**config.mk**
```make
export PLATFORM = sky130hd
export DESIGN_NAME = res_stream_out
export DESIGN_NICKNAME = d
export VERILOG_FILES = /design/src/rtl/res_stream_out.sv
export SDC_FILE = /design/constraint.sdc
export NUM_CORES = 1
export LEC_CHECK = 0
export ABC_AREA = 1
export BUFFER_PORTS_ARGS = -buffer_cell sky130_fd_sc_hd__buf_2
export CAP_MARGIN = 20
export CORE_UTILIZATION = 25
export CTS_BUF_LIST = sky130_fd_sc_hd__clkbuf_4
export DETAILED_ROUTE_END_ITERATION = 8
export PLACE_DENSITY = 0.51
export SYNTH_ARGS = -nofsm -noshare
export SYNTH_HDL_FRONTEND = slang
export SYNTH_SLANG_ARGS = --single-unit
```
**constraint.sdc**
```tcl
create_clock -name clk -period 4.4 [get_ports clk]
set_clock_uncertainty 0.1 [all_clocks]
set_input_delay 0 -clock clk [delete_from_list [all_inputs] [get_ports clk]]
set_output_delay 0 -clock clk [all_outputs]
set_load 0.02 [all_outputs]
```
**src/rtl/res_stream_out.sv**
```systemverilog
// res_stream_out: drains the RES RAM after inference and sends each word out as an
// AXI-Stream master. A 2-entry FIFO absorbs the RAM read latency and downstream stalls.
//
// state  | meaning
// IDLE   | waiting for Start
// STREAM | issuing RAM reads and sending words downstream
// DONE   | one-cycle Done pulse, then back to IDLE
module res_stream_out #(
   parameter int width          = 8,
   parameter int RES_depth_bits = 6,
   parameter int NUM_WORDS      = 64
) (
   input  logic                      clk,
   input  logic                      reset,
   input  logic                      Start,
   output logic                      Done,
   output logic                      busy,
   output logic                      RES_read_en,
   output logic [RES_depth_bits-1:0] RES_read_address,
   input  logic [width-1:0]          RES_read_data_out,
   output logic                      M_AXIS_TVALID,
   input  logic                      M_AXIS_TREADY,
   output logic [width-1:0]          M_AXIS_TDATA,
   output logic                      M_AXIS_TLAST
);

   localparam int              CW       = $clog2(NUM_WORDS + 1);
   localparam logic [CW-1:0]   N_WORDS  = CW'(NUM_WORDS);
   localparam logic [CW-1:0]   LAST_IDX = CW'(NUM_WORDS - 1);

   typedef enum logic [1:0] {IDLE, STREAM, DONE} state_t;

   state_t            state;
   state_t            state_nxt;
   logic [CW-1:0]     issue_cnt;
   logic [CW-1:0]     sent_cnt;
   logic              inflight;
   logic [width-1:0]  fifo_mem [2];
   logic              wr_ptr;
   logic              rd_ptr;
   logic [1:0]        fifo_cnt;
   logic              issue;
   logic              push;
   logic              pop;
   logic [2:0]        occ_next;

   // Counting this cycle's pop keeps one word per cycle flowing with TREADY high.
   always_comb begin
      push     = inflight;
      pop      = (fifo_cnt != 2'd0) && M_AXIS_TREADY;
      occ_next = 3'(fifo_cnt) + 3'(inflight) - 3'(pop);
      issue    = (state == STREAM) && (issue_cnt < N_WORDS) && (occ_next < 3'd2);
   end

   always_ff @(posedge clk or posedge reset) begin
      if (reset) begin
         state <= IDLE;
      end else begin
         state <= state_nxt;
      end
   end

   always_comb begin
      state_nxt = state;
      case (state)
         IDLE:    if (Start) state_nxt = STREAM;
         STREAM:  if (pop && (sent_cnt == LAST_IDX)) state_nxt = DONE;
         DONE:    state_nxt = IDLE;
         default: state_nxt = IDLE;
      endcase
   end

   always_ff @(posedge clk or posedge reset) begin
      if (reset) begin
         issue_cnt   <= '0;
         sent_cnt    <= '0;
         inflight    <= 1'b0;
         wr_ptr      <= 1'b0;
         rd_ptr      <= 1'b0;
         fifo_cnt    <= 2'd0;
         fifo_mem[0] <= '0;
         fifo_mem[1] <= '0;
      end else begin
         inflight <= issue;
         if ((state == IDLE) && Start) begin
            issue_cnt <= '0;
            sent_cnt  <= '0;
         end else begin
            if (issue) issue_cnt <= issue_cnt + CW'(1);
            if (pop)   sent_cnt  <= sent_cnt + CW'(1);
         end
         if (push) begin
            fifo_mem[wr_ptr] <= RES_read_data_out;
            wr_ptr           <= ~wr_ptr;
         end
         if (pop) rd_ptr <= ~rd_ptr;
         if (push && !pop)      fifo_cnt <= fifo_cnt + 2'd1;
         else if (pop && !push) fifo_cnt <= fifo_cnt - 2'd1;
      end
   end

   always_comb begin
      Done             = (state == DONE);
      busy             = (state != IDLE);
      RES_read_en      = issue;
      RES_read_address = issue ? RES_depth_bits'(issue_cnt) : '0;
      M_AXIS_TVALID    = (fifo_cnt != 2'd0);
      M_AXIS_TDATA     = fifo_mem[rd_ptr];
      M_AXIS_TLAST     = (fifo_cnt != 2'd0) && (sent_cnt == LAST_IDX);
   end

   fifo_no_overflow: assert property (@(posedge clk) disable iff (reset)
      !(push && !pop && (fifo_cnt == 2'd2)));

endmodule

```
After elaboration in Yosys (flattened, before gate mapping)
Index checks and enable logic that the tools add are counted.
Word-level totals
  flip-flop bits (word level): 37
  bits of input ports: 12
  output and inout port bits: 19
  logic and storage cells: 63
Cells by class
  add/subtract/negate cells: 6
  magnitude comparators: 5
  equal/unequal tests: 5
  multiplexer cells: 16
  bitwise logic cells: 4
  reduce and logical (&&, ||, !) cells: 18
Operators with widths (number)
  8-bit two-way mux: 4
  7-bit two-way mux: 4
  16-bit bitwise mux: 1
  7-bit by 1-bit adder with 7-bit output, second input constant: 2
  2-bit nonzero test: 5
  1-bit logical AND: 9
  8-bit demux with 1-bit select: 1
  2-bit two-way mux: 4
  7-bit by 6-bit equality test with 1-bit output, second input constant: 1
  7-bit < comparator, second input constant: 1
  6-bit two-way mux: 1
  2-bit >= comparator, second input constant: 2
  1-bit NOT with 2-bit output: 2
  2-bit case mux with 2 select lines: 1
  2-bit by 1-bit adder with 3-bit output: 1
  3-bit by 2-bit < comparator with 1-bit output, second input constant: 1
  3-bit by 1-bit subtractor with 3-bit output: 1
  2-bit by 1-bit adder with 2-bit output, second input constant: 1
  2-bit by 1-bit equality test with 1-bit output, second input constant: 1
  2-bit equality test, second input constant: 1
  1-bit logical NOT: 2
  2-bit logical NOT: 1
  2-bit by 1-bit < comparator with 1-bit output, second input constant: 1
  2-bit by 1-bit != test with 1-bit output, second input constant: 1
  other kinds (4): 5

Longest topological paths before layout
Gate-level depths: netlist (run 1).
  word-level depth: 7
  depth in mapped cells: 13

Worst setup path after synthesis (run 1)
No wires, ideal clock.
  kind: register to register
  start point: reg fifo_cnt[1]
  end point: reg issue_cnt[0]
  arrival time: 2.232 ns
  required time: 4.163 ns
  slack: 1.931 ns
  cell stages (with the launch flop): 12
  period minus slack after synthesis: 2.469 ns
  path through: dfrtp_1 -> nor2_4 -> nor2_4 -> ha_1 -> inv_1 -> nand2_1 -> fa_1 -> nand2_1 -> nor2_1 -> nand2_2 -> nor2_1 -> nor2_1
Between the ends
  cells in the longest elaborated chain, start to end: 6
  elaborated cells between the ends (all ways): 7
  those cells by class: add/sub (2); order compare (1); reduce/logical (4)
RTL lines
  from (decl): line 41  | logic [1:0] fifo_cnt;
  from (signal assigned): line 97  | if (push && !pop) fifo_cnt <= fifo_cnt + 2'd1;
  from (signal assigned): line 98  | else if (pop && !push) fifo_cnt <= fifo_cnt - 2'd1;
  2-bit nonzero test: line 50  | pop = (fifo_cnt != 2'd0) && M_AXIS_TREADY;
  1-bit logical AND: line 50
  named net pop: line 44  | logic pop;
  3-bit by 1-bit subtractor with 3-bit output: line 51  | occ_next = 3'(fifo_cnt) + 3'(inflight) - 3'(pop);
  3-bit by 2-bit < comparator with 1-bit output: line 52  | issue = (state == STREAM) && (issue_cnt < N_WORDS) && (occ_next < 3'd2);
  1-bit logical AND: line 52
  2-bit nonzero test (no line)
  to (signal assigned): line 89  | if (issue) issue_cnt <= issue_cnt + CW'(1);
  to (decl): line 35  | logic [CW-1:0] issue_cnt;
The timed path passes the listed nets, and every way through them passes these cells.
A chain may end at the register's enable or synchronous reset.

Worst setup path in the final report (run 1)
  start point: reg fifo_cnt[1]
  end point: out RES_read_address[0]
Between the ends
  cells in the longest elaborated chain, start to end: 6
  elaborated cells between the ends (all ways): 7
  those cells by class: add/sub (2); order compare (1); mux (1); reduce/logical (3)
RTL lines
  2-bit nonzero test: line 50
  1-bit logical AND: line 50
  named net pop: line 44
  3-bit by 1-bit subtractor with 3-bit output: line 51
  3-bit by 2-bit < comparator with 1-bit output: line 52
  1-bit logical AND: line 52
  6-bit two-way mux: line 106  | RES_read_address = issue ? RES_depth_bits'(issue_cnt) : '0;
  to (decl): line 19  | output logic [RES_depth_bits-1:0] RES_read_address,
The timed path passes the listed nets, and every way through them passes these cells.

==> metrics.md, run 1 <==
| Metric | Value |
|---|---|
| Crit path DAT | around 2700 ps |
| Clock Path Buffers | 2 |
| P_leak | 1.22 nW |
| Power Internal | 0.901 mW |
| Vias | around 1500 |
| Switching pwr | 0.707 mW |
| Routed WL | approximately 3.9 mm |
| Crit path time final | 2770 ps |
| Die span in y | 89.6 µm |
| Max Cap Violations | 0 |
| Final Cell Area | 0.00235 mm² |
| Pre-CTS setup slack | 1970 ps |
| Achievable Freq | approximately 360 MHz |
| CP Buf/Inv Count | 2 |
| Fraction of layout cells with a size suffix above 1 | 22.4% |
| Total Routing Usage GR | 11.1% |
| Final setup fails | 0 |
| Number of synthesized flops with an enable pin | 0 |
| Vias in the first global route | 1460 |
| Detail-routed via count per cell | between 4 and 5 |
| RSZ-0062 raised after global routing | false |
| Antenna cell count | 0 |
| DP Area | approximately 0.0022 mm² |
| Startpoint types | flop |
| Status | completed |
| Library cells used by synthesis | 24 |
| GRT overflow | 0 |
| CP top delay family | simple AND/OR/NAND/NOR gates |
| Clock slew at reported path FFs | 100 ps |
| Area grow syn2layout | 22.7% |
| DR pass1 iterations | 4 |
| Remaining antenna violation count after routing | 0 |
| Post-synthesis cell area | 0.00192 mm² |
| Initial antenna violation count | 0 |
| Routing usage on met1 | 14.9% |
| Slew Limit Headroom | 68.0% |
| Final period util | 62.9% |
| Htree depth | 2 |
| Clk Latency, worst-skew pair | 340 ps |
| Routing usage on met2 | 17.2% |
| Core area | ~0.0073 mm² |
| WS Path Type | flop to output port |
| Syn_nets | 241 |
| Worst VDD drop | roughly 0.18 mV |
| Register area share after synthesis | 48.3% |
| Buffers added on ports | 30 |
| Dpl hpwl | between 2 and 3 mm |
| Power share of the clock group | between 10 and 15% |
| Initial DRC Count | between 100 and 150 |
| Busiest grt layer | met2 |
| DR WL/cell | 10.7 µm |
| Part of the power in combinational logic | about 48% |
| Nets | around 290 |
| Number of post-CTS setup repair buffers | 0 |
| Die X | around 90 µm |
| Initial core utilization | 26.1% |
| Synth warnings | 0 |
| FFs w/ async S/R, synth | 100% |
| Row Count | 31 |
| Synthesis-stage register bit count | 37 |
| Crit path max fanout | 9 |
| Worst Path Required | 4300 ps |
| Final Hold Vio Count | 0 |
| CTS tree | done |
| Setup ws final | 1630 ps |
| CTS Root Cell | clkbuf_4 |
| Commonest non-fill, non-tap cell in the layout | nand2_1 |
| CP cell instances | nor2_4 -> nor2_4 -> ha_1 -> inv_1 -> nand2_1 -> fa_1 -> nand2_1 -> nor2_1 -> nand2_2 -> nor2_1 -> buf_2 |
| Setup tns final | 0 ps |
| Post-synth top flop | dfrtp_1 |
| Critical Path Slowest Stage Cell | fa_1 |
| Global-route wire length before repair | 6.67 mm |
| Synth Instances | 224 |
| Max-slew violations | 0 |
| Power Dens Cells | 684 mW/mm² |
| Crit end category | output port |
| Die ar. | 0.00802 mm² |
| Clk sinks | 37 |
| Drt drc | 0 |
| Sequential power share | 37.8% |
| Total CTS buffers | 5 |
| IO Count | 31 |
| CTS Hold Buffers Added | 10 |
| Finished Layout Cells | 367 |
| Largest net degree at the start of global routing | 38 |
| CTS resizes | 0 |
| CP max stage delay | 500 ps |
| GP Congestion | 0.767 |
| Hold WC Path Type | input port to flop |
| Worst-Margin Slew | 479 ps |
| Placed Cells incl. Taps | 350 |
| Grt met3 use | 2.49% |
| Switching Fraction | 44.0% |
| Synth Area per Inst | 8.56 µm² |
| Most frequent cells in the layout | nand2_1, dfrtp_1, inv_1 |
## tightest hold or removal path, stage by stage
cell and delay [ps]:
buf_2 100, nand3_2 230, nand2_1 80
## state kept, by name, indices dropped and copies added, names as in the netlist
register   flops
fifo_cnt       2
fifo_mem      16
inflight       1
issue_cnt      7
rd_ptr         1
sent_cnt       7
state          2
wr_ptr         1
## layer usage
metal	wire length (µm)	share of wire, %	vias up
li1	-	-	793
met1	1950	50	704
met2	1800	46	17
met3	104	2.7	5
met4	70	1.8	0
met5	0	0	-
## stage by stage
stage | total power [mW] | hold WS (ps) | utilization, %
after floorplan | 1.20 | 58.5 | -
after global placement | 1.38 | 49.3 | 29.7
after detailed placement | 1.39 | 36.4 | 29.7
after CTS | 1.63 | 9.24 | 32.1
after global routing | 1.76 | 38.2 | 32.1
final | 1.61 | 19.3 | 32.1
## area by class of cell
type                       instances  area (µm²)
inverter                          34         128
tap                               99         124
clock inverter                     2        35.0
timing repair buffer              41         258
multi-input combinational        149         845
sequential                        37         926
fill                             765        4980
clock buffer                       5        37.5
## path summary, 6_finish.rpt
| check | start | endpoint | slack [ps] | depth (start not counted) |
|---|---|---|---|---|
| setup / recovery | fifo_cnt[1] | RES_read_address[0] | 1630 | 11 |
| hold / removal | Start | state[0] | 20 | 3 |
| setup reg to reg | fifo_cnt[1] | issue_cnt[4] | 1960 | 13 |
| hold reg to reg | fifo_mem[0] | fifo_mem[0] | 390 | 2 |
| max in group asynchronous | reset | sent_cnt[4] | 3670 | 4 |
| min in group asynchronous | reset | fifo_mem[15] | 180 | 4 |
## power groups by stage
| stage | clock (mW) | sequential (mW) | combinational, mW |
|---|---|---|---|
| final | 0.226 | 0.608 | 0.775 |
| after global routing | 0.248 | 0.633 | 0.880 |
| after detailed placement | 0 | 0.616 | 0.779 |
| after CTS | 0.237 | 0.609 | 0.787 |
| after global placement | 0 | 0.614 | 0.769 |
| after floorplan | 0 | 0.570 | 0.626 |
## cell usage after synthesis, types with 2 or more instances
library cell | n | area, µm²
nand2_1 | 49 | 184
dfrtp_1 | 37 | 926
inv_1 | 31 | 116
o21ai_0 | 23 | 115
nor2_1 | 22 | 82.6
nand3_1 | 9 | 45.0
mux2_2 | 8 | 90.1
a21oi_1 | 5 | 25.0
o21ai_1 | 5 | 25.0
xor2_1 | 5 | 43.8
ha_1 | 4 | 50.1
nand4_1 | 4 | 25.0
nor2_4 | 4 | 45.0
buf_2 | 3 | 15.0
inv_2 | 3 | 11.3
nand2_2 | 3 | 18.8
nand2_4 | 2 | 22.5
## logic make-up (layout without fill, tap and decap cells)
family	count (synthesis)	in the layout	share of synthesized area, %
AND/OR/NAND/NOR	97	97	24.3
buffers and inverters	38	82	7.64
flip-flops	37	37	48.3
AO/OA/AOI/OAI	33	33	8.62
multiplexers	8	8	4.70
XOR/XNOR	6	6	2.74
adder cells (fa/ha/maj)	5	5	3.66
Power figures use the tool's default switching activity.
==> run 2: changes to the inputs <==
--- a/config.mk
+++ b/config.mk
@@ -5,7 +5,7 @@
 export SDC_FILE = /design/constraint.sdc
 export NUM_CORES = 1
 export LEC_CHECK = 0
-export ABC_AREA = 1
+export ABC_AREA = 0
 export BUFFER_PORTS_ARGS = -buffer_cell sky130_fd_sc_hd__buf_2
 export CAP_MARGIN = 20
 export CORE_UTILIZATION = 25
==> constraint.sdc (replaced) <==
create_clock -name clk -period 2.7 [get_ports clk]
set_clock_uncertainty 0.1 [all_clocks]
set_input_delay 0 -clock clk [delete_from_list [all_inputs] [get_ports clk]]
set_output_delay 0 -clock clk [all_outputs]
set_load 0.02 [all_outputs]
==> metrics.md, run 2 <==
| Metric | Value |
|---|---|
| CP max stage delay | 590 ps (+90 ps) |
| Max Cap Violations | 0 (unchanged) |
| Commonest non-fill, non-tap cell in the layout | dfrtp_1 |
| Detail-routed via count per cell | 4.38 (+5.9%) |
| Simple-Gate Fraction of Synth Area | 16.3% (-8.0 points) |
| Synth warnings | 0 (unchanged) |
| FFs w/ async S/R, synth | 100% (unchanged) |
| Largest reg by FF count | fifo_mem |
| Fraction of layout cells with a size suffix above 1 | 39.9% (+18 points) |
| Number of synthesized flops with an enable pin | 0 (unchanged) |
| Crit path DAT | 2590 ps (-80 ps) |
| DR pass1 iterations | 4 (unchanged) |
| Compound-cell area share of the yosys netlist | 6.06% (-2.6 points) |
| IO Count | 31 (unchanged) |
| Vias in the first global route | 1273 (-13%) |
| Total Routing Usage GR | 10.3% (-0.79 points) |
| Post-synth top flop | dfrtp_1 |
| Sequential power share | 34.0% (-3.8 points) |
| Routing usage on met2 | 17.1% (-0.15 points) |
| Clock slew at reported path FFs | 110 ps (about the same) |
| Reg-to-Reg End | issue_cnt[1] |
| Antenna cell count | 0 (unchanged) |
| Part of the power in combinational logic | 56.6% (+8.4 points) |
| Library cells used by synthesis | 37 (+54%) |
| Status | completed |
| Die ar. | 0.00786 mm² (-2.0%) |
| Syn_nets | 175 (-27%) |
| Crit end category | output port |
| Synth Area per Inst | 11.9 µm² (+39%) |
| Final Cell Area | 0.00241 mm² (+2.3%) |
| Ranking of synthesized cells by area | dfrtp_1, mux2_2, ha_1 |
| Power Dens Cells | 1220 mW/mm² (+78%) |
| Buffers added on ports | 30 (unchanged) |
| Setup ws final | 11.9 ps (-1620 ps) |
| Grt met3 use | 3.17% (+0.68 points) |
| Clk sinks | 37 (unchanged) |
| Vias | 1346 (-11%) |
| Yosys top cell by area | dfrtp_1 |
| Initial DRC Count | 75 (-38%) |
| Final period util | 99.6% |
| Power Internal | 1.72 mW (+91%) |
| R2r worst-path depth | 10 (-3) |
| Core area | 0.00725 mm² (-1.1%) |
| Nets | 225 (-21%) |
| Achievable Freq | 372 MHz |
| Power share of the clock group | 9.4% (-4.6 points) |
| Routing usage on met1 | 12.5% (-2.4 points) |
| Initial antenna violation count | 0 (unchanged) |
| Largest net degree at the start of global routing | 38 (unchanged) |
| Finished Layout Cells | 307 (-16%) |
| Hold WC Path Type | input port to asynchronous set/reset pin |
| Top Registers | fifo_mem x16, issue_cnt x7, sent_cnt x7 |
| Worst-Margin Slew | 475 ps (-4.58 ps) |
| Placed Cells incl. Taps | 285 (-19%) |
| Largest family of logic cells by synthesized area | multiplexers |
| Number of flip-flops in the largest register | 16 (unchanged) |
| Worst Path Required | 2600 ps (-1700 ps) |
| Switching pwr | 1.21 mW (+72%) |
| Synth Area in Adders | 3.73% (+0.075 points) |
| Share of the synthesized area in the top cell type | 49.3% (+1.0 points) |
| Row Count | 31 (unchanged) |
| Pre-CTS setup slack | 283 ps (-1690 ps) |
| Drt drc | 0 (unchanged) |
| Worst r2r src | fifo_cnt[0] |
| Startpoint types | flop |
| Die span in y | 88.7 µm (-1.0%) |
| Worst R2R Setup Slack | 180 ps (-1780 ps) |
| Dpl hpwl | 2.43 mm (-13%) |
| Synth Instances | 158 (-29%) |
| WS Path Type | flop to output port |
| Crit path time final | between 2000 and 3000 ps |
| CP cell instances | o21ai_2 -> inv_1 -> ha_1 -> nand2b_4 -> fa_2 -> and4bb_2 -> and3_4 -> buf_6 |
| Clock Path Buffers | 2 (unchanged) |
| Routed WL | 3.83 mm (-2.2%) |
| Synthesis-stage register bit count | 37 (unchanged) |
| Die X | 88.7 µm (-1.0%) |
| Global-route wire length before repair | 6.02 mm (-9.7%) |
| Remaining antenna violation count after routing | 0 (unchanged) |
| Crit path max fanout | 5 (-4) |
| Most frequent cells in the layout | dfrtp_1, mux2_2, buf_2 |
| Most frequent cells after synthesis | dfrtp_1, mux2_2, nand2_1 |
| Worst VDD drop | 0.408 mV (+120%) |
| Slew Limit Headroom | 68.4% (+0.38 points) |
| Clk Latency, worst-skew pair | 340 ps (about the same) |
| GP Congestion | 0.694 (-9.5%) |
| Register area share after synthesis | 49.3% (+1.0 points) |
| Final setup fails | 0 (unchanged) |
| Critical Path Slowest Stage Cell | fa_2 |
| P_leak | 1.07 nW (-12%) |
| Max-slew violations | 0 (unchanged) |
| DP Area | 0.00215 mm² (-1.5%) |
| Total CTS buffers | 5 (unchanged) |
| Final Total Pwr | 2.94 mW (+83%) |
| Post-synthesis mux area share | 17.1% (+12 points) |
| GRT overflow | 0 (unchanged) |
| Most numerous cell in the Yosys netlist | dfrtp_1 |
| DR WL/cell | 12.5 µm (+17%) |
| Htree depth | 2 (unchanged) |
| RSZ-0062 raised after global routing | true |
| Switching Fraction | 41.3% (-2.6 points) |
| Post-synthesis cell area | 0.00188 mm² (-2.0%) |
| Initial core utilization | 25.9% (-0.26 points) |
| CTS Root Cell | clkbuf_4 |
| Xor and xnor fraction of the mapped netlist area | 4.60% (+1.9 points) |
| Final Hold Vio Count | 0 (unchanged) |
| Busiest grt layer | met2 |
| CTS tree | done |
| Area grow syn2layout | 28.2% |
## run 2: routing by layer
metal	vias up	part of all wire (%)
li1	663	-
met4	0	1.3
met1	649	48
met3	7	5.0
met2	27	46
met5	-	0
## run 2: stage by stage
step / TNS (ps) / utilization (%) / hold slack, ps
floorplan: 0 / - / 50.5
global placement: 0 / 29.6 / 47.5
detailed placement: 0 / 29.6 / 48.2
CTS: 0 / 32.1 / 205
global route: -607 / 33.2 / 238
finish: 0 / 33.2 / 198
## run 2: cell type report
type | count | area (µm²)
Inverter | 5 | 18.8
Fill cell | 750 | 4850
Tap cell | 99 | 124
Clock buffer | 5 | 37.5
Sequential cell | 37 | 926
Clock inverter | 2 | 11.3
Multi-Input combinational cell | 111 | 945
Timing Repair Buffer | 48 | 345
## run 2: cells by family after synthesis
group,after synthesis
mux,29
compound gates,17
simple gates,50
flops,37
xor+xnor,9
fa+ha+maj,5
buf+inv,11
## run 2: critical path: cells and delay by family (launching register included)
family                     cells  cell delay (ps)
AOI/OAI and AO/OA              1              160
buffers and inverters          2              170
adders and majority gates      2              870
and+or+nand+nor                3              640
DFF                            1              420
## run 2: how the worst max path moves through the flow
stage	from	slack, ps	endpoint	cells after the start
after floorplan	fifo_cnt[1]	110	issue_cnt[0]	9
after global placement	fifo_cnt[1]	320	issue_cnt[5]	8
after detailed placement	fifo_cnt[1]	280	issue_cnt[5]	8
after CTS	fifo_cnt[1]	20	RES_read_address[5]	8
after global routing	fifo_cnt[0]	-110	RES_read_address[2]	8
final	fifo_cnt[0]	10	RES_read_address[0]	8
## run 2: power by group through the flow
stage	Sequential [mW]	Clock [mW]	Combinational [mW]
2_1_floorplan	0.931	0	1.16
3_3_place_gp	1.00	0	1.40
3_5_place_dp	1.01	0	1.42
4_1_cts	0.997	0.297	1.48
5_1_grt	1.04	0.323	1.83
6_report	0.999	0.277	1.66
## run 2: what timing repair did
action	CTS	global route
hold endpoints to repair	64	0
gates resized for setup	1	19
setup endpoints to repair	6	7
pin swaps	0	2
cloned	1	0
hold buffers	11	0
setup buffers	1	2
